### src/rtl/jstep_monitor_pkg.sv
// Shared definitions for the stepper monitor: step count, error codes, FSM states.
package jstep_monitor_pkg;

  localparam int unsigned NSTEPS = 6;
  localparam int unsigned STEP_W = 3;
  localparam int unsigned CODE_W = 3;

  localparam logic [CODE_W-1:0] ERR_NONE    = 3'd0;
  localparam logic [CODE_W-1:0] ERR_MULTI   = 3'd1;
  localparam logic [CODE_W-1:0] ERR_SKIP    = 3'd2;
  localparam logic [CODE_W-1:0] ERR_GAP     = 3'd3;
  localparam logic [CODE_W-1:0] ERR_SETNOEN = 3'd4;
  localparam logic [CODE_W-1:0] ERR_SETCNT  = 3'd5;

  typedef enum logic [1:0] {
    SYNC  = 2'd0,
    TRACK = 2'd1,
    ERROR = 2'd2
  } state_t;

  // Successor of a step number, wrapping the last step back to step 1.
  function automatic logic [STEP_W-1:0] next_step(input logic [STEP_W-1:0] s);
    return (s == STEP_W'(NSTEPS)) ? STEP_W'(1) : s + STEP_W'(1);
  endfunction

endpackage

### src/rtl/jonehot6.sv
// Decodes the six step lines: more-than-one-hot flag, all-low flag, 1-based index.
module jonehot6
  import jstep_monitor_pkg::*;
(
  input  logic [0:5]        bos,
  output logic              multi,
  output logic              none,
  output logic [STEP_W-1:0] idx
);

  logic [2:0] cnt;

  // Population count and position of the (last) set line.
  always_comb begin
    cnt = 3'd0;
    idx = '0;
    for (int i = 0; i < 6; i++) begin
      if (bos[i]) begin
        cnt = cnt + 3'd1;
        idx = STEP_W'(i + 1);
      end
    end
  end

  assign multi = (cnt > 3'd1);
  assign none  = (cnt == 3'd0);

endmodule

### src/rtl/jstep_monitor.sv
// Observer of the clock/stepper outputs: tracks the step, counts instructions,
// and latches the first protocol violation.
module jstep_monitor
  import jstep_monitor_pkg::*;
#(
  parameter int unsigned CNT_W   = 16,
  parameter int unsigned MAX_GAP = 2
) (
  input  logic              clk,
  input  logic              reset,
  input  logic              wclke,
  input  logic              wclks,
  input  logic [0:5]        bos,
  output logic [STEP_W-1:0] step,
  output logic              synced,
  output logic [CNT_W-1:0]  icount,
  output logic              err,
  output logic [CODE_W-1:0] err_code
);

  localparam int unsigned GAP_W = $clog2(MAX_GAP + 2);

  state_t             state;
  logic [0:5]         bos_q;
  logic               wclke_q;
  logic               wclks_q;
  logic               wclks_qq;
  logic [GAP_W-1:0]   gap_cnt;
  logic [1:0]         set_cnt;
  logic               multi;
  logic               none;
  logic [STEP_W-1:0]  idx;
  logic               rise;
  logic               is_same;
  logic               is_next;
  logic [CODE_W-1:0]  fault;

  // Input sample stage; wclks is delayed once more for edge detection.
  always_ff @(posedge clk or negedge reset) begin
    if (!reset) begin
      bos_q    <= '0;
      wclke_q  <= 1'b0;
      wclks_q  <= 1'b0;
      wclks_qq <= 1'b0;
    end else begin
      bos_q    <= bos;
      wclke_q  <= wclke;
      wclks_q  <= wclks;
      wclks_qq <= wclks_q;
    end
  end

  jonehot6 u_onehot (
    .bos   (bos_q),
    .multi (multi),
    .none  (none),
    .idx   (idx)
  );

  assign rise    = wclks_q & ~wclks_qq;
  assign is_same = !multi && !none && (idx == step);
  assign is_next = !multi && !none && (idx == next_step(step));

  // Violation detect for this sample; later assignments win, so the lowest code is kept.
  always_comb begin
    fault = ERR_NONE;
    if (is_next && set_cnt != 2'd1)        fault = ERR_SETCNT;
    if (wclks_q && !wclke_q)               fault = ERR_SETNOEN;
    if (none && gap_cnt >= GAP_W'(MAX_GAP)) fault = ERR_GAP;
    if (!multi && !none && !is_same && !is_next) fault = ERR_SKIP;
    if (multi)                             fault = ERR_MULTI;
  end

  // Monitor FSM with registered outputs.
  always_ff @(posedge clk or negedge reset) begin
    if (!reset) begin
      state    <= SYNC;
      step     <= '0;
      synced   <= 1'b0;
      icount   <= '0;
      err      <= 1'b0;
      err_code <= ERR_NONE;
      gap_cnt  <= '0;
      set_cnt  <= '0;
    end else begin
      case (state)
        SYNC: begin
          gap_cnt <= '0;
          set_cnt <= '0;
          if (bos_q == 6'b100000) begin
            step    <= STEP_W'(1);
            synced  <= 1'b1;
            set_cnt <= {1'b0, rise};
            state   <= TRACK;
          end
        end
        TRACK: begin
          if (fault != ERR_NONE) begin
            err      <= 1'b1;
            err_code <= fault;
            synced   <= 1'b0;
            step     <= '0;
            state    <= ERROR;
          end else begin
            if (none && gap_cnt != '1) gap_cnt <= gap_cnt + GAP_W'(1);
            else if (!none)            gap_cnt <= '0;
            if (is_next) begin
              step    <= idx;
              set_cnt <= {1'b0, rise};
              if (step == STEP_W'(NSTEPS)) icount <= icount + CNT_W'(1);
            end else if (rise && set_cnt != 2'd3) begin
              set_cnt <= set_cnt + 2'd1;
            end
          end
        end
        ERROR: ;
        default: state <= SYNC;
      endcase
    end
  end

endmodule

### config.mk
export PLATFORM = sky130hd
export DESIGN_NAME = jstep_monitor
export DESIGN_NICKNAME = d
export VERILOG_FILES = /design/src/rtl/jstep_monitor_pkg.sv /design/src/rtl/jonehot6.sv /design/src/rtl/jstep_monitor.sv
export SDC_FILE = /design/constraint.sdc
export NUM_CORES = 1
export LEC_CHECK = 0
export CAP_MARGIN = 30
export CORE_ASPECT_RATIO = 0.8
export CORE_MARGIN = 1.5
export CORE_UTILIZATION = 29
export DETAILED_ROUTE_END_ITERATION = 8
export GPL_ROUTABILITY_DRIVEN = 0
export GPL_TIMING_DRIVEN = 0
export HOLD_SLACK_MARGIN = 0.02
export SYNTH_ARGS = -nofsm -noshare
export SYNTH_HDL_FRONTEND = slang
export SYNTH_SLANG_ARGS = --single-unit
### constraint.sdc
create_clock -name clk -period 5.3 [get_ports clk]
set_clock_uncertainty 0.2 [all_clocks]
set_input_delay 0.795 -clock clk [delete_from_list [all_inputs] [get_ports clk]]
set_output_delay 0.795 -clock clk [all_outputs]
set_load 0.1 [all_outputs]
==> results of run 1 <==
path summary, 6_finish.rpt:
check / startpoint / end / slack (ns) / cells after the start
setup reg to reg: bos_q[1] / icount[13] / 0.65 / 19
min in group clk: wclks_q / wclks_qq / 0.21 / 0
setup / recovery: bos_q[1] / icount[13] / 0.65 / 19
hold / removal: reset / icount[13] / 0.19 / 1
hold reg to reg: wclks_q / wclks_qq / 0.21 / 0
max in group asynchronous: reset / gap_cnt[0] / 4.27 / 2
cells by family (layout without fill, tap and decap cells):
logic type | Yosys count | in the layout
AOI/OAI and AO/OA | 45 | 45
buffers and inverters | 24 | 66
xor gates and xnor gates | 25 | 25
DFF | 39 | 39
adders and majority gates | 11 | 11
and+or+nand+nor | 98 | 98
muxes | 4 | 4
registers in the layout, summed over array words and instances, names as in the netlist:
signal    cells
wclks_q       1
bos_q         6
synced        1
wclke_q       1
err           1
step          3
set_cnt       2
wclks_qq      1
icount       16
gap_cnt       2
state         2
err_code      3
metrics by stage:
step | utilization | setup slack, ns | std cells | area [um^2]
final | 0.373 | 0.655 | 396 | 2950
after global placement | 0.357 | 0.706 | 387 | 2820
after global routing | 0.373 | 0.339 | 396 | 2950
after CTS | 0.373 | 0.640 | 396 | 2950
after detailed placement | 0.358 | 0.673 | 388 | 2840
after floorplan | - | 1.15 | 246 | 2350
power groups by stage:
stage	logic, mW	clock network [mW]	registers (mW)
after detailed placement	0.312	0	0.346
final	0.313	0.252	0.339
after global routing	0.336	0.272	0.343
after CTS	0.313	0.258	0.340
after floorplan	0.131	0	0.450
after global placement	0.308	0	0.346
worst max-delay path, delay by kind of cell, from the launching register on:
family	cells	cell delay, ns
fa+ha+maj	4	1.06
simple gates	5	1.02
compound gates	3	0.66
xor+xnor	4	0.59
flops	1	0.51
buf+inv	2	0.33
mux	1	0.17
per-layer routing:
layer | part of all wire | vias up | GRT usage
li1 | - | 949 | -
met1 | 0.53 | 931 | 0.177
met2 | 0.43 | 32 | 0.190
met3 | 0.034 | 7 | 0.0273
met4 | 0.0087 | 0 | 0.0227
met5 | 0 | - | 0
area by class of cell:
| type | count | area share |
|---|---|---|
| buffer | 13 | 0.0225 |
| multi-input combinational | 183 | 0.431 |
| inverter | 11 | 0.0140 |
| clock buffer | 5 | 0.0233 |
| sequential | 39 | 0.331 |
| clock inverter | 3 | 0.0149 |
| tap | 108 | 0.0458 |
| timing repair buffer | 34 | 0.117 |
layout by cell type (no fill, tap or decap), types with 2 or more instances in the layout:
master | netlist | routed
a21oi_1 | 10 | 10
a31oi_1 | 3 | 3
and3_1 | 6 | 6
buf_2 | 2 | 3
buf_6 | 2 | 2
clkbuf_1 | 9 | 9
clkbuf_8 | 0 | 5
clkdlybuf4s50_1 | 0 | 32
dfrtp_1 | 39 | 39
ha_1 | 11 | 11
inv_1 | 11 | 11
mux2_2 | 2 | 2
mux2i_1 | 2 | 2
nand2_1 | 23 | 23
nand2b_1 | 4 | 4
nand3_1 | 9 | 9
nand4_1 | 10 | 10
nor2_1 | 24 | 24
nor3_1 | 9 | 9
nor3b_1 | 2 | 2
o21ai_0 | 11 | 11
o21ai_2 | 2 | 2
o311a_1 | 3 | 3
o32ai_1 | 2 | 2
xnor2_1 | 19 | 19
xor2_1 | 3 | 3
==> out/qor.csv, run 1 <==
metric,value,unit
setup_total_negative_slack,0,ns
pwr-share-seq,0.375,
ffs_w_async_s_r_synth,1.00,
detailedRoute.firstIterationViolations,130,
area_delta_synth_final,25.2,%
synth-edff-count,0,
buffer_ports.inserted,33,
via_per_instance_ratio,4.85,
synth_cell_types,52,
critPathMaxFanout,10,
timing.critical_path.slowest_cell_delay,0.51,ns
core.rowCount,29,
max-vdd-ir-drop,0.104,mV
post-route-min-period,4.65,ns
drive_above_1_share,0.0868,
average_size_of_a_mapped_cell,9.57,um^2
tightest_slew,0.983,ns
power_per_cell_area,307,nW/um^2
internal_power,552,uW
power.combinational.fraction,0.346,
outcome,"complete, no violations",
cts_hold_buffers,0,
grt_setup_unrepaired,no,
critPathKind,register to register,
timing.final.max_slew_violations,0,
dp.final_hpwl,3820,um
detail_route.wl_per_cell,12.8,um
parity_gate_share_of_the_synthesized_area_counting_xor_and_xnor_cells,0.116,
grt_max_degree,29,
grt_pass1_vias,1859,
die_y,83.6,um
synthesis.instances,246,
cts_root_buffer,clkbuf_8,
post_cts_resize_count,0,
max-clock-path-buffers,2,
yosys.cell_count.top_type,dfrtp_1,
layout.area.seq,976,um^2
floorplan.initialDensity,0.298,
dominantRegCellSynth,dfrtp_1,
netlist_top_cells_count,"dfrtp_1, nor2_1, nand2_1",
die_width,104,um
synth_seq_area_share,0.414,
vias,1919,
cts_made_buffers,5,
sw_frac_of_total,0.390,
design.portCount,34,
worst_hold_slack,0.188,ns
synth_top_family_by_area,simple AND/OR/NAND/NOR gates,
cts.sinks,39,
grt-ovfl-total,0,
timing.max_cap.violations,0,
gr-usage-all-layers,0.123,
yosys.area_share.adder,0.0584,
filler_cell_count,834,
timing.critical_path.mode_cell,ha_1,
route.antenna.remaining_nets,0,
worstSetupEndpointType,register,
synth_warn,0,
multi_input_logic_area,1270,um^2
floorplan.core_area,7910,um^2
synth_seq_cells,39,
number_of_antenna_violations_at_the_first_check_in_global_routing,0,
drt_pre_antenna_iters,4,
synth_simple_gate_area_frac,0.215,
slew_headroom,0.342,
worst_path_max_delay_cell,dfrtp_1,
insertedDiodeCount,0,
max_clock_freq,0.215,GHz
muxShareOfSynthArea,0.0181,
final_nets,308,
dieArea,8670,um^2
cts_tree,built,
wl,5060,um
final_hold_fails,0,
cts_htree_levels,2,
switching_power_total,353,uW
post-layout-total-power,905,uW
syn_nets,267,
worstHoldPathType,input port to asynchronous set/reset pin,
worstPathArrival,4.63,ns
synth.area.top_cells,"dfrtp_1, xnor2_1, ha_1",
worstSkewPairLatency,0.29,ns
cellLeakagePower,1.22,nW
synth_top_area_frac,0.414,
worst_ep_required_time,5.29,ns
critPathLaunchType,register,
drc_errors,0,
cp_cell_sequence,inv_1 -> ha_1 -> xor2_1 -> ha_1 -> or2b_1 -> o21a_1 -> ha_1 -> mux2i_1 -> nor2_1 -> ha_1 -> nand2_1 -> xnor2_1 -> xnor2_1 -> o311a_1 -> o21ai_2 -> nor4_4 -> buf_6 -> nand4_1 -> xnor2_1,
clockPowerShare,0.279,
layout_worst_path_cycle_share,0.876,
compound_cell_area_share_of_the_yosys_netlist,0.132,
setup_viol_count_final,0,
clk_transition_reported_paths,0.08,ns
postCtsSetupBuffers,0,
mappedNetlistArea,2350,um^2
grt_pass1_wl,8850,um
synthDominantAreaCellType,dfrtp_1,
Power figures use the tool's default switching activity.
==> run 2, diff against run 1 <==
Settings changed: CORE_MARGIN 1.5 to 5, CTS_BUF_LIST set to sky130_fd_sc_hd__clkbuf_16.
==> run 2 against run 1 <==
Compared with the run above: sequential cell count is the same; clock-buffer cell count is the same; cell area grew 1.7%; critical path depth is the same; power grew 9.8%; combinational power is essentially flat; cell count is the same; setup slack lost 0.011 ns; die area grew 16%; core utilization grew 0.65 points; hold slack lost 0.034 ns; largest cell class unchanged.
==> out/qor.csv, run 2 (synthesis results as in run 1) <==
metric,value,unit
outcome,"complete, no violations",
vias,1930,
max-clock-path-buffers,2,
mostFrequentLayoutCell,dfrtp_1,
final_cells,396,
post-place-cells,388,
grt-ovfl-total,0,
dp.final_hpwl,3920,um
grt_setup_unrepaired,no,
setup_viol_count_final,0,
via_per_instance_ratio,4.87,
tightest_slew,0.980,ns
critPathMaxFanout,10,
biggestRegsByFlops,"icount: 16 flops, bos_q: 6 flops",
die_y,90.6,um
layout_worst_path_cycle_share,0.879,
internal_power,632,uW
post_dp_cell_area,2840,um^2
max_clock_freq,0.215,GHz
cts_hold_buffers,0,
detail_route.wl_per_cell,13.6,um
timing.max_cap.violations,0,
cellLeakagePower,1.24,nW
pwr-share-seq,0.343,
gr-usage-all-layers,0.110,
power_per_cell_area,331,nW/um^2
postLayoutCellArea,3000,um^2
cts_made_buffers,5,
max-vdd-ir-drop,0.125,mV
grt_pass1_wl,9420,um
post_cts_resize_count,0,
setup_slack,0.644,ns
cts_tree,built,
dieArea,10000,um^2
slew_headroom,0.345,
switching_power_total,362,uW
final_hold_fails,0,
post-place-ws,0.661,ns
postCtsSetupBuffers,0,
ff2ff_setup_slack,0.64,ns
detailedRoute.firstIterationViolations,104,
grt_pass1_vias,1993,
timing.final.max_slew_violations,0,
sw_frac_of_total,0.364,
final_nets,308,
worstPathArrival,4.62,ns
drt_pre_antenna_iters,4,
post-route-min-period,4.66,ns
most-common-layout-cells,"dfrtp_1, clkdlybuf4s50_1, nor2_1, nand2_1, xnor2_1",
route.antenna.remaining_nets,0,
design.portCount,34,
setup_total_negative_slack,0,ns
worst_ep_required_time,5.27,ns
filler_cell_count,832,
buffer_ports.inserted,33,
cts.sinks,39,
area_delta_synth_final,27.4,%
core.rowCount,29,
largest-register,icount,
floorplan.initialDensity,0.298,
worst_hold_slack,0.154,ns
grt_max_degree,34,
multi_input_logic_area,1270,um^2
worstSetupEndpointType,register,
layout.area.seq,976,um^2
die_width,111,um
worstSkewPairLatency,0.28,ns
insertedDiodeCount,0,
number_of_antenna_violations_at_the_first_check_in_global_routing,0,
drive_above_1_share,0.0833,
clk_transition_reported_paths,0.06,ns
critPathLaunchType,register,
cts_root_buffer,clkbuf_16,
clockPowerShare,0.341,
critPathKind,register to register,
largest_register_ff_count,16,
cts_htree_levels,2,
wl,5400,um
drc_errors,0,
worstHoldPathType,input port to asynchronous set/reset pin,
floorplan.core_area,7910,um^2
power.combinational.fraction,0.316,
run 2: cell types whose count changed in the layout (fill, tap and decap cells not counted):
cell	change
clkbuf_16	+5
clkbuf_8	-5
clkinv_4	-1
clkinv_1	+1
run 2: layer usage:
layer	track usage	share of wire	routed length, um
met5	0	0	0
met4	0.0379	0.013	71
met3	0.0261	0.048	257
met2	0.172	0.44	2390
met1	0.149	0.50	2690
run 2: critical path, stage by stage (launching register included):
cell,delay (ns)
dfrtp_1,0.49
inv_1,0.10
ha_1,0.35
xor2_1,0.18
ha_1,0.27
or2b_1,0.24
o21a_1,0.12
ha_1,0.27
mux2i_1,0.20
nor2_1,0.07
ha_1,0.18
nand2_1,0.08
xnor2_1,0.13
xnor2_1,0.14
o311a_1,0.37
o21ai_2,0.17
nor4_4,0.52
buf_6,0.21
nand4_1,0.10
xnor2_1,0.15
run 2: through the flow:
stage / power [mW] / util
after CTS: 0.999 / 0.379
after floorplan: 0.581 / -
final: 0.994 / 0.379
after global routing: 1.04 / 0.379
after global placement: 0.656 / 0.357
after detailed placement: 0.659 / 0.358
run 2: area by class of cell:
cell class / instances / area share
Clock buffer: 5 / 0.0417
Buffer: 13 / 0.0221
Clock inverter: 3 / 0.0129
Timing Repair Buffer: 34 / 0.115
Multi-Input combinational cell: 183 / 0.424
Inverter: 11 / 0.0138
Tap cell: 108 / 0.0451
Sequential cell: 39 / 0.325
run 2: worst paths after layout:
check	cells past startpoint	end	startpoint
worst min-delay path	1	bos_q[5]	reset
worst min register to register	0	wclks_qq	wclks_q
max in group asynchronous	2	icount[1]	reset
min in group clk	0	wclks_qq	wclks_q
worst max-delay path	19	icount[15]	bos_q[1]
worst max register to register	19	icount[15]	bos_q[1]
run 2: power by group through the flow:
stage	clock (mW)	combinational [mW]	sequential [mW]
finish	0.339	0.314	0.341
global route	0.357	0.339	0.344
CTS	0.344	0.314	0.341
detailed placement	0	0.313	0.347
global placement	0	0.310	0.346
floorplan	0	0.131	0.450
